**config.mk**
```make
export PLATFORM = sky130hd
export DESIGN_NAME = axis_reg_slice_flat
export DESIGN_NICKNAME = d
export VERILOG_FILES = /design/src/rtl/axis_pkg.sv /design/src/rtl/axis_if.sv /design/src/rtl/axis_reg_stage.sv /design/src/rtl/axis_reg_slice.sv /design/src/flat_wrapper.sv
export SDC_FILE = /design/constraint.sdc
export NUM_CORES = 1
export LEC_CHECK = 0
export CAP_MARGIN = 20
export CELL_PAD_IN_SITES_DETAIL_PLACEMENT = 1
export CELL_PAD_IN_SITES_GLOBAL_PLACEMENT = 1
export CORE_MARGIN = 3
export CORE_UTILIZATION = 48
export DETAILED_ROUTE_END_ITERATION = 7
export PLACE_DENSITY_LB_ADDON = 0.25
export SYNTH_ARGS = -nofsm -noshare
export SYNTH_HDL_FRONTEND = slang
export SYNTH_SLANG_ARGS = --single-unit
```
**constraint.sdc**
```tcl
create_clock -name clk -period 9 [get_ports clk]
set_clock_uncertainty 0.1 [all_clocks]
set_input_delay 1.35 -clock clk [delete_from_list [all_inputs] [get_ports clk]]
set_output_delay 1.35 -clock clk [all_outputs]
set_load 0.005 [all_outputs]
```
**src/rtl/axis_pkg.sv**
```systemverilog
// axis_pkg: shared types for the AXI-Stream register slice.
package axis_pkg;
    typedef enum logic {STAGE_SKID, STAGE_SINGLE} stage_mode_t;
    typedef enum logic [1:0] {S_EMPTY, S_ONE, S_FULL} stage_state_t;
    typedef logic [31:0] axis_data_t;
endpackage

```
**src/rtl/axis_if.sv**
```systemverilog
// axis_if: valid/ready/data stream link.
interface axis_if #(parameter type data_t = logic [31:0]);
    logic  valid;
    logic  ready;
    data_t data;
    modport master (output valid, output data, input ready);
    modport slave (input valid, input data, output ready);
endinterface

```
**src/rtl/axis_reg_stage.sv**
```systemverilog
// axis_reg_stage: one registered stream stage, either a 2-entry skid buffer or a 1-entry half-rate register.
module axis_reg_stage
    import axis_pkg::*;
#(
    parameter type         data_t = axis_data_t,
    parameter stage_mode_t MODE   = STAGE_SKID
) (
    input  logic  clk,
    input  logic  rst,
    input  logic  i_valid,
    output logic  o_ready,
    input  data_t i_data,
    output logic  o_valid,
    input  logic  i_ready,
    output data_t o_data
);
    stage_state_t r_state, w_next;
    data_t        r_main, r_skid;
    logic         w_in_xfer, w_out_xfer, w_load_main, w_load_skid, w_main_sel_skid;

    // ready comes only from registered state, never from i_ready
    assign o_ready    = ~rst & (MODE == STAGE_SKID ? r_state != S_FULL : r_state == S_EMPTY);
    assign o_valid    = r_state != S_EMPTY;
    assign o_data     = r_main;
    assign w_in_xfer  = i_valid & o_ready;
    assign w_out_xfer = o_valid & i_ready;

    always_ff @(posedge clk) begin
        if (rst) r_state <= S_EMPTY;
        else     r_state <= w_next;
    end

    always_ff @(posedge clk) begin
        if (w_load_main) r_main <= w_main_sel_skid ? r_skid : i_data;
        if (w_load_skid) r_skid <= i_data;
    end

    always_comb begin
        w_next          = r_state;
        w_load_main     = 1'b0;
        w_load_skid     = 1'b0;
        w_main_sel_skid = 1'b0;
        case (r_state)
            S_EMPTY: if (w_in_xfer) begin
                w_next      = S_ONE;
                w_load_main = 1'b1;
            end
            S_ONE: begin
                if (w_in_xfer && w_out_xfer) w_load_main = 1'b1;
                else if (w_in_xfer && MODE == STAGE_SKID) begin
                    w_next      = S_FULL;
                    w_load_skid = 1'b1;
                end else if (w_out_xfer) w_next = S_EMPTY;
            end
            S_FULL: if (w_out_xfer) begin
                w_next          = S_ONE;
                w_load_main     = 1'b1;
                w_main_sel_skid = 1'b1;
            end
            default: w_next = S_EMPTY;
        endcase
    end
endmodule

```
**src/rtl/axis_reg_slice.sv**
```systemverilog
// axis_reg_slice: STAGES cascaded stream register stages between in and out.
// Define AXIS_REG_SLICE_STALL_CNT_EN to build the saturating out-stall counter.
module axis_reg_slice
    import axis_pkg::*;
#(
    parameter type data_t          = axis_data_t,
    parameter int  STAGES          = 2,
    parameter bit  FULL_THROUGHPUT = 1'b1,
    parameter int  STALL_CNT_W     = 16
) (
    input  logic                   clk,
    input  logic                   rst,
    axis_if.slave                  in,
    axis_if.master                 out,
    output logic [STALL_CNT_W-1:0] stall_cnt
);
    localparam stage_mode_t MODE = FULL_THROUGHPUT ? STAGE_SKID : STAGE_SINGLE;

    if (STAGES == 0) begin : g_pass
        assign out.valid = in.valid;
        assign out.data  = in.data;
        assign in.ready  = out.ready;
    end else begin : g_pipe
        axis_if #(.data_t(data_t)) w_link [STAGES+1] ();
        assign w_link[0].valid    = in.valid;
        assign w_link[0].data     = in.data;
        assign in.ready           = w_link[0].ready;
        assign out.valid          = w_link[STAGES].valid;
        assign out.data           = w_link[STAGES].data;
        assign w_link[STAGES].ready = out.ready;
        for (genvar k = 0; k < STAGES; k++) begin : g_stage
            axis_reg_stage #(.data_t(data_t), .MODE(MODE)) u_stage (
                .clk     (clk),
                .rst     (rst),
                .i_valid (w_link[k].valid),
                .o_ready (w_link[k].ready),
                .i_data  (w_link[k].data),
                .o_valid (w_link[k+1].valid),
                .i_ready (w_link[k+1].ready),
                .o_data  (w_link[k+1].data)
            );
        end
    end

`ifdef AXIS_REG_SLICE_STALL_CNT_EN
    logic [STALL_CNT_W-1:0] r_stall_cnt;
    always_ff @(posedge clk) begin
        if (rst) r_stall_cnt <= '0;
        else if (out.valid & ~out.ready & ~&r_stall_cnt) r_stall_cnt <= r_stall_cnt + STALL_CNT_W'(1);
    end
    assign stall_cnt = r_stall_cnt;
`else
    assign stall_cnt = '0;
`endif
endmodule
```
**src/flat_wrapper.sv**
```systemverilog
// flat-port wrapper written by rule: the top's interface ports become plain ports
module axis_reg_slice_flat import axis_pkg::*;
#(
    parameter type data_t          = axis_data_t,
    parameter int  STAGES          = 2,
    parameter bit  FULL_THROUGHPUT = 1'b1,
    parameter int  STALL_CNT_W     = 16
)
  (clk, rst, stall_cnt, in_valid, in_data, in_ready, out_valid, out_data, out_ready);
  axis_if #(.data_t(data_t)) in_i ();
  axis_if #(.data_t(data_t)) out_i ();
  input  logic clk;
  input  logic rst;
  output logic [STALL_CNT_W-1:0] stall_cnt;
  input wire logic [$bits(in_i.valid)-1:0] in_valid;
  input wire logic [$bits(in_i.data)-1:0] in_data;
  output wire logic [$bits(in_i.ready)-1:0] in_ready;
  output wire logic [$bits(out_i.valid)-1:0] out_valid;
  output wire logic [$bits(out_i.data)-1:0] out_data;
  input wire logic [$bits(out_i.ready)-1:0] out_ready;
  assign in_i.valid = in_valid;
  assign in_i.data = in_data;
  assign in_ready = in_i.ready;
  assign out_valid = out_i.valid;
  assign out_data = out_i.data;
  assign out_i.ready = out_ready;
  axis_reg_slice #(.data_t(data_t), .STAGES(STAGES), .FULL_THROUGHPUT(FULL_THROUGHPUT), .STALL_CNT_W(STALL_CNT_W)) u_core (.clk(clk), .rst(rst), .in(in_i), .out(out_i), .stall_cnt(stall_cnt));
endmodule
```
# Yosys cells after proc, flatten, opt, wreduce, memory -nomap -nowiden
# Cells that the tools add are included.
# totals
reg_bits	132
# classes
bitwise_logic	6
reduce_logical	8
muxes	26
n_eq_ne	14
# op_table
cell	n
32-bit two-way mux	2
2-bit two-way mux	9
2-bit inequality test, second input constant	7
2-bit one-hot mux with 3 select lines	2
1-bit two-way mux	11
4-bit AND reduction	2
1-bit one-hot mux with 3 select lines	2
1-bit bitwise AND	5
2-bit by 1-bit == test with 1-bit output, second input constant	2
2-bit == test, second input constant	2
2-bit logical NOT	2
2-bit nonzero test	2
3-bit by 2-bit inequality test with 1-bit output, second input constant	1
3-bit inequality test, second input constant	1
1-bit logical AND	2
2-bit by 1-bit inequality test with 1-bit output, second input constant	1
1-bit inverter	1

# Logic depth before layout (Yosys ltp)
# depth
word_depth	7
depth_mapped	5
depth_no_buf	3

# Modules after synthesis
# A second synthesis with hierarchy kept.
# unflattened
cells_unflattened	253
area_unflattened_um2	5243.8
# modules_own_cells
module	area_per_inst_um2	instances	cells_each
axis_reg_stage	2560.0	2	118
axis_reg_slice	123.9	1	17

# Least setup slack after synthesis
# Ideal clock, no wire load.
# synth_path
path_kind	in2reg
start	input rst
end	register u_core.g_pipe.g_stage[1].u_stage.r_main (netlist bit u_core.g_pipe.g_stage[1].u_stage.o_data[0]), enable pin
path_stages	2
n_path_buf	1
setup_ps	511
arrival_ps	4954
setup_slack_ps	3435
path_cell_list	clkbuf_1 o41ai_1
# synth_via
elab_chain_cells	6
elab_cells_between_ends	7
cone_classes	mux: 3; bitwise: 3; reduce/logical: 1
# synth_rtl
element	line	source
start: declaration	flat_wrapper.sv:13	input logic rst;
1-bit inverter (*)	axis_reg_stage.sv:22	assign o_ready = ~rst & (MODE == STAGE_SKID ? r_state != S_FULL : r_state == S_EMPTY);
1-bit bitwise AND (*)	axis_reg_stage.sv:22	
1-bit bitwise AND (*)	axis_reg_stage.sv:25	assign w_in_xfer = i_valid & o_ready;
1-bit logical AND	axis_reg_stage.sv:49	if (w_in_xfer && w_out_xfer) w_load_main = 1'b1;
1-bit two-way mux	axis_reg_stage.sv:49	
1-bit one-hot mux with 3 select lines (*)	axis_reg_stage.sv:43	case (r_state)
net u_core.g_pipe.g_stage[1].u_stage.w_load_main	axis_reg_stage.sv:19	logic w_in_xfer, w_out_xfer, w_load_main, w_load_skid, w_main_sel_skid;
end signal: assignment	axis_reg_stage.sv:34	if (w_load_main) r_main <= w_main_sel_skid ? r_skid : i_data;
end: declaration	axis_reg_stage.sv:18	data_t r_main, r_skid;
# The timed path passes the listed nets; every way through them passes the cells marked *.
# A chain may end at the register's enable or synchronous reset.

# Worst setup path in the final report
# layout_path
start	input rst
end	output in_ready
# layout_via
elab_chain_cells	2
# layout_rtl
element	line	source
1-bit inverter	axis_reg_stage.sv:22	
1-bit bitwise AND	axis_reg_stage.sv:22	
end: declaration	flat_wrapper.sv:17	output wire logic [$bits(in_i.ready)-1:0] in_ready;
# No other way between the ends.

==> impl_metrics.toml <==
[placed_design]
placed_cell_area_mm2 = 0.00583
gp_congestion = 0.734
place_hpwl_mm = 5.07
io_buffers = 69

[final_layout]
fin_area_mm2 = 0.00643
fin_nets = 366
antennaDiodeCount = 0
nFillCells = 866
syn2layout_area_growth_pct = 27.5
utilization = 0.643
drive_gt1_frac = 0.295

[clock_tree]
path_clk_slew_ns = 0.06
holdBufCountCts = 0
cts_made_buffers = 17
cts-htree-levels = 4
clk_latency_ns = 0.51
cts.repair.resized = 0
cts.sinks = 132
post_cts_buffers = 0
cts_buffer_depth = 2
cts_tree = "built"
cts-root-buf = "clkbuf_8"

[power]
power.density_mw_per_mm2 = 228
p_leak_nw = 2.19
worst_ir_drop_vdd_mv = 0.120

[critical_path]
crit_required_ns = 7.55
slowest_stage = "clkdlybuf4s50_1"
crit_end = "in_ready"
r2r_end = "u_core.g_pipe.g_stage[1].u_stage.o_data[25]"
max_stage_delay_ns = 0.66
r2r_slack_ns = 6.56
worst_setup_path_start_kind = "input pin"
reg2reg_from = "u_core.g_pipe.g_stage[1].u_stage.r_state[1]"
critical_path_class = "input pin to output pin"
crit_path_end_kind = "output pin"
critical_path_arrival_ns = 2.72
crit_chain = "clkdlybuf4s50_1, nor2_1, clkdlybuf4s50_1"
crit_path_max_fanout = 11
cp-startpoint = "rst"
ff2ff_path_depth = 3
timing.critical_path.mode_cell = "clkdlybuf4s50_1"

[sta]
holdWs_ns = 0.332
max_slew_margin = 0.310
worst_pin_slew_ns = 1.03
hold_violations = 0
period_minus_slack_ns = 4.17
finalSetupTns_ns = 0
min_period_over_period = 0.463
setup_violations = 0
rsz0062_at_grt = "no"
timing.fmax_mhz = 240
slew_violations = 0

[floorplanning]
rows = 36
fp.coreArea_mm2 = 0.0100
io_pins = 86
start_util = 0.504
die_w_um = 109
die_h_um = 109
floorplan.die_area_mm2 = 0.0118

[routing]
vias = 2448
drt_iter0_drc = 156
wl_per_cell_um = 19.1
wl_mm = 9.08
viasPerCell = 5.15
drc = 0
drtPass1Iterations = 4
ant_nets = 0

[hold_path]
hold_path.class = "flop to flop"

[synth]
seq_area_frac_synth = 0.778
netlist-cell-type-count = 31
syn_area_per_cell_um2 = 20.3
yosys.area.top_type = "edfxtp_1"
synth_enable_flop_cells = 128
yosys-top-cells-count = "edfxtp_1 (128), mux2_2 (55), buf_4 (16)"
yosys.area.top_type_share = 0.762
yosysWarningCount = 0
async_reset_ff_frac = 0
synth_area_leaders = "edfxtp_1 (76%), mux2_2 (12%), buf_4 (2.4%)"
ys_ff_latch = 132
synth_flop_cell = "edfxtp_1"
syn_area_mm2 = 0.00504
yosysMostFrequentCell = "edfxtp_1"
syn-instance-count = 248

[grt]
grt_pass1_wl_mm = 14.2
grt_overflow = 0
antenna_found_initial = 0
grt_max_degree = 35
grt_pass1_vias = 2607
track_usage = 0.167

[flow_run]
drv_cap = 0

[outcome]
status = "finished, final reports clean"
[final cells by class]
cell class	count	area, um^2	area share
clock buffer	19	422	0.0656
clock inverter	12	180	0.0280
multi-input combinational	107	1020	0.159
sequential	132	3920	0.610
tap	133	166	0.0259
timing repair buffer	72	713	0.111
[state kept, by name, summed over array words and instances (netlist names)]
signal and count:
u_core.g_pipe.g_stage.u_stage.r_state 4, u_core.g_pipe.g_stage.u_stage.o_data 64, u_core.g_pipe.g_stage.u_stage.r_skid 64
[metrics by stage]
stage               std cells  setup WS [ns]  total power [mW]
global placement          444           4.86             0.773
global route              475           4.73              1.51
detailed placement        444           4.83             0.776
finish                    475           4.83              1.46
floorplan                 263           3.43             0.741
CTS                       475           4.82              1.48
[routing by layer]
layer  vias to the layer above  GRT usage  share of wire
met3                        12     0.0406          0.040
li1                       1106          -              -
met2                        70      0.277           0.53
met5                         -          0              0
met4                         0     0.0748          0.014
met1                      1260      0.208           0.42
[critical path: cells and delay by family]
family / cells / cell delay (ns)
and+or+nand+nor: 1 / 0.19
buffers and inverters: 2 / 1.17
[how the worst min path moves through the flow]
stage	from	endpoint	slack (ns)	cells past startpoint
5_1_grt	u_core.g_pipe.g_stage[0].u_stage.o_data[31]	u_core.g_pipe.g_stage[1].u_stage.r_skid[31]	0.35	0
3_5_place_dp	u_core.g_pipe.g_stage[0].u_stage.o_data[31]	u_core.g_pipe.g_stage[1].u_stage.r_skid[31]	0.33	0
4_1_cts	u_core.g_pipe.g_stage[0].u_stage.o_data[31]	u_core.g_pipe.g_stage[1].u_stage.r_skid[31]	0.34	0
2_1_floorplan	u_core.g_pipe.g_stage[0].u_stage.o_data[0]	u_core.g_pipe.g_stage[1].u_stage.r_skid[0]	0.32	0
6_report	u_core.g_pipe.g_stage[0].u_stage.o_data[31]	u_core.g_pipe.g_stage[1].u_stage.r_skid[31]	0.33	0
3_3_place_gp	u_core.g_pipe.g_stage[0].u_stage.o_data[11]	u_core.g_pipe.g_stage[1].u_stage.r_skid[11]	0.33	0
[report_power, final]
group          internal [mW]  leakage (nW)  total, mW  switching [mW]
sequential             0.692          1.20      0.699         0.00695
combinational         0.0383         0.697     0.0643          0.0260
clock                  0.449         0.288      0.699           0.250
total                   1.18          2.19       1.46           0.283
[layout by cell type (no fill, tap or decap), drive strengths merged, types with 2 or more instances in the layout]
cell / Yosys / routed
a21oi: 2 / 2
bufinv: 0 / 4
nor3: 2 / 2
dfxtp: 4 / 4
edfxtp: 128 / 128
nand3b: 3 / 3
clkbuf: 1 / 19
nor2: 4 / 4
conb: 1 / 16
buf: 23 / 3
clkdlybuf4s50: 0 / 69
nor2b: 3 / 3
clkinvlp: 0 / 2
mux2: 64 / 64
clkinv: 0 / 5
[cell families (layout without fill, tap and decap cells)]
logic type,count (synthesis),in the layout,share of synthesized area
AND/OR/NAND/NOR,18,18,0.0283
XOR/XNOR,1,1,0.00174
flip-flops,132,132,0.778
buffers and inverters,24,103,0.0352
multiplexers,64,64,0.145
other,1,16,0.000744
AO/OA/AOI/OAI,8,8,0.0109
(Power assumes the default switching activity.)
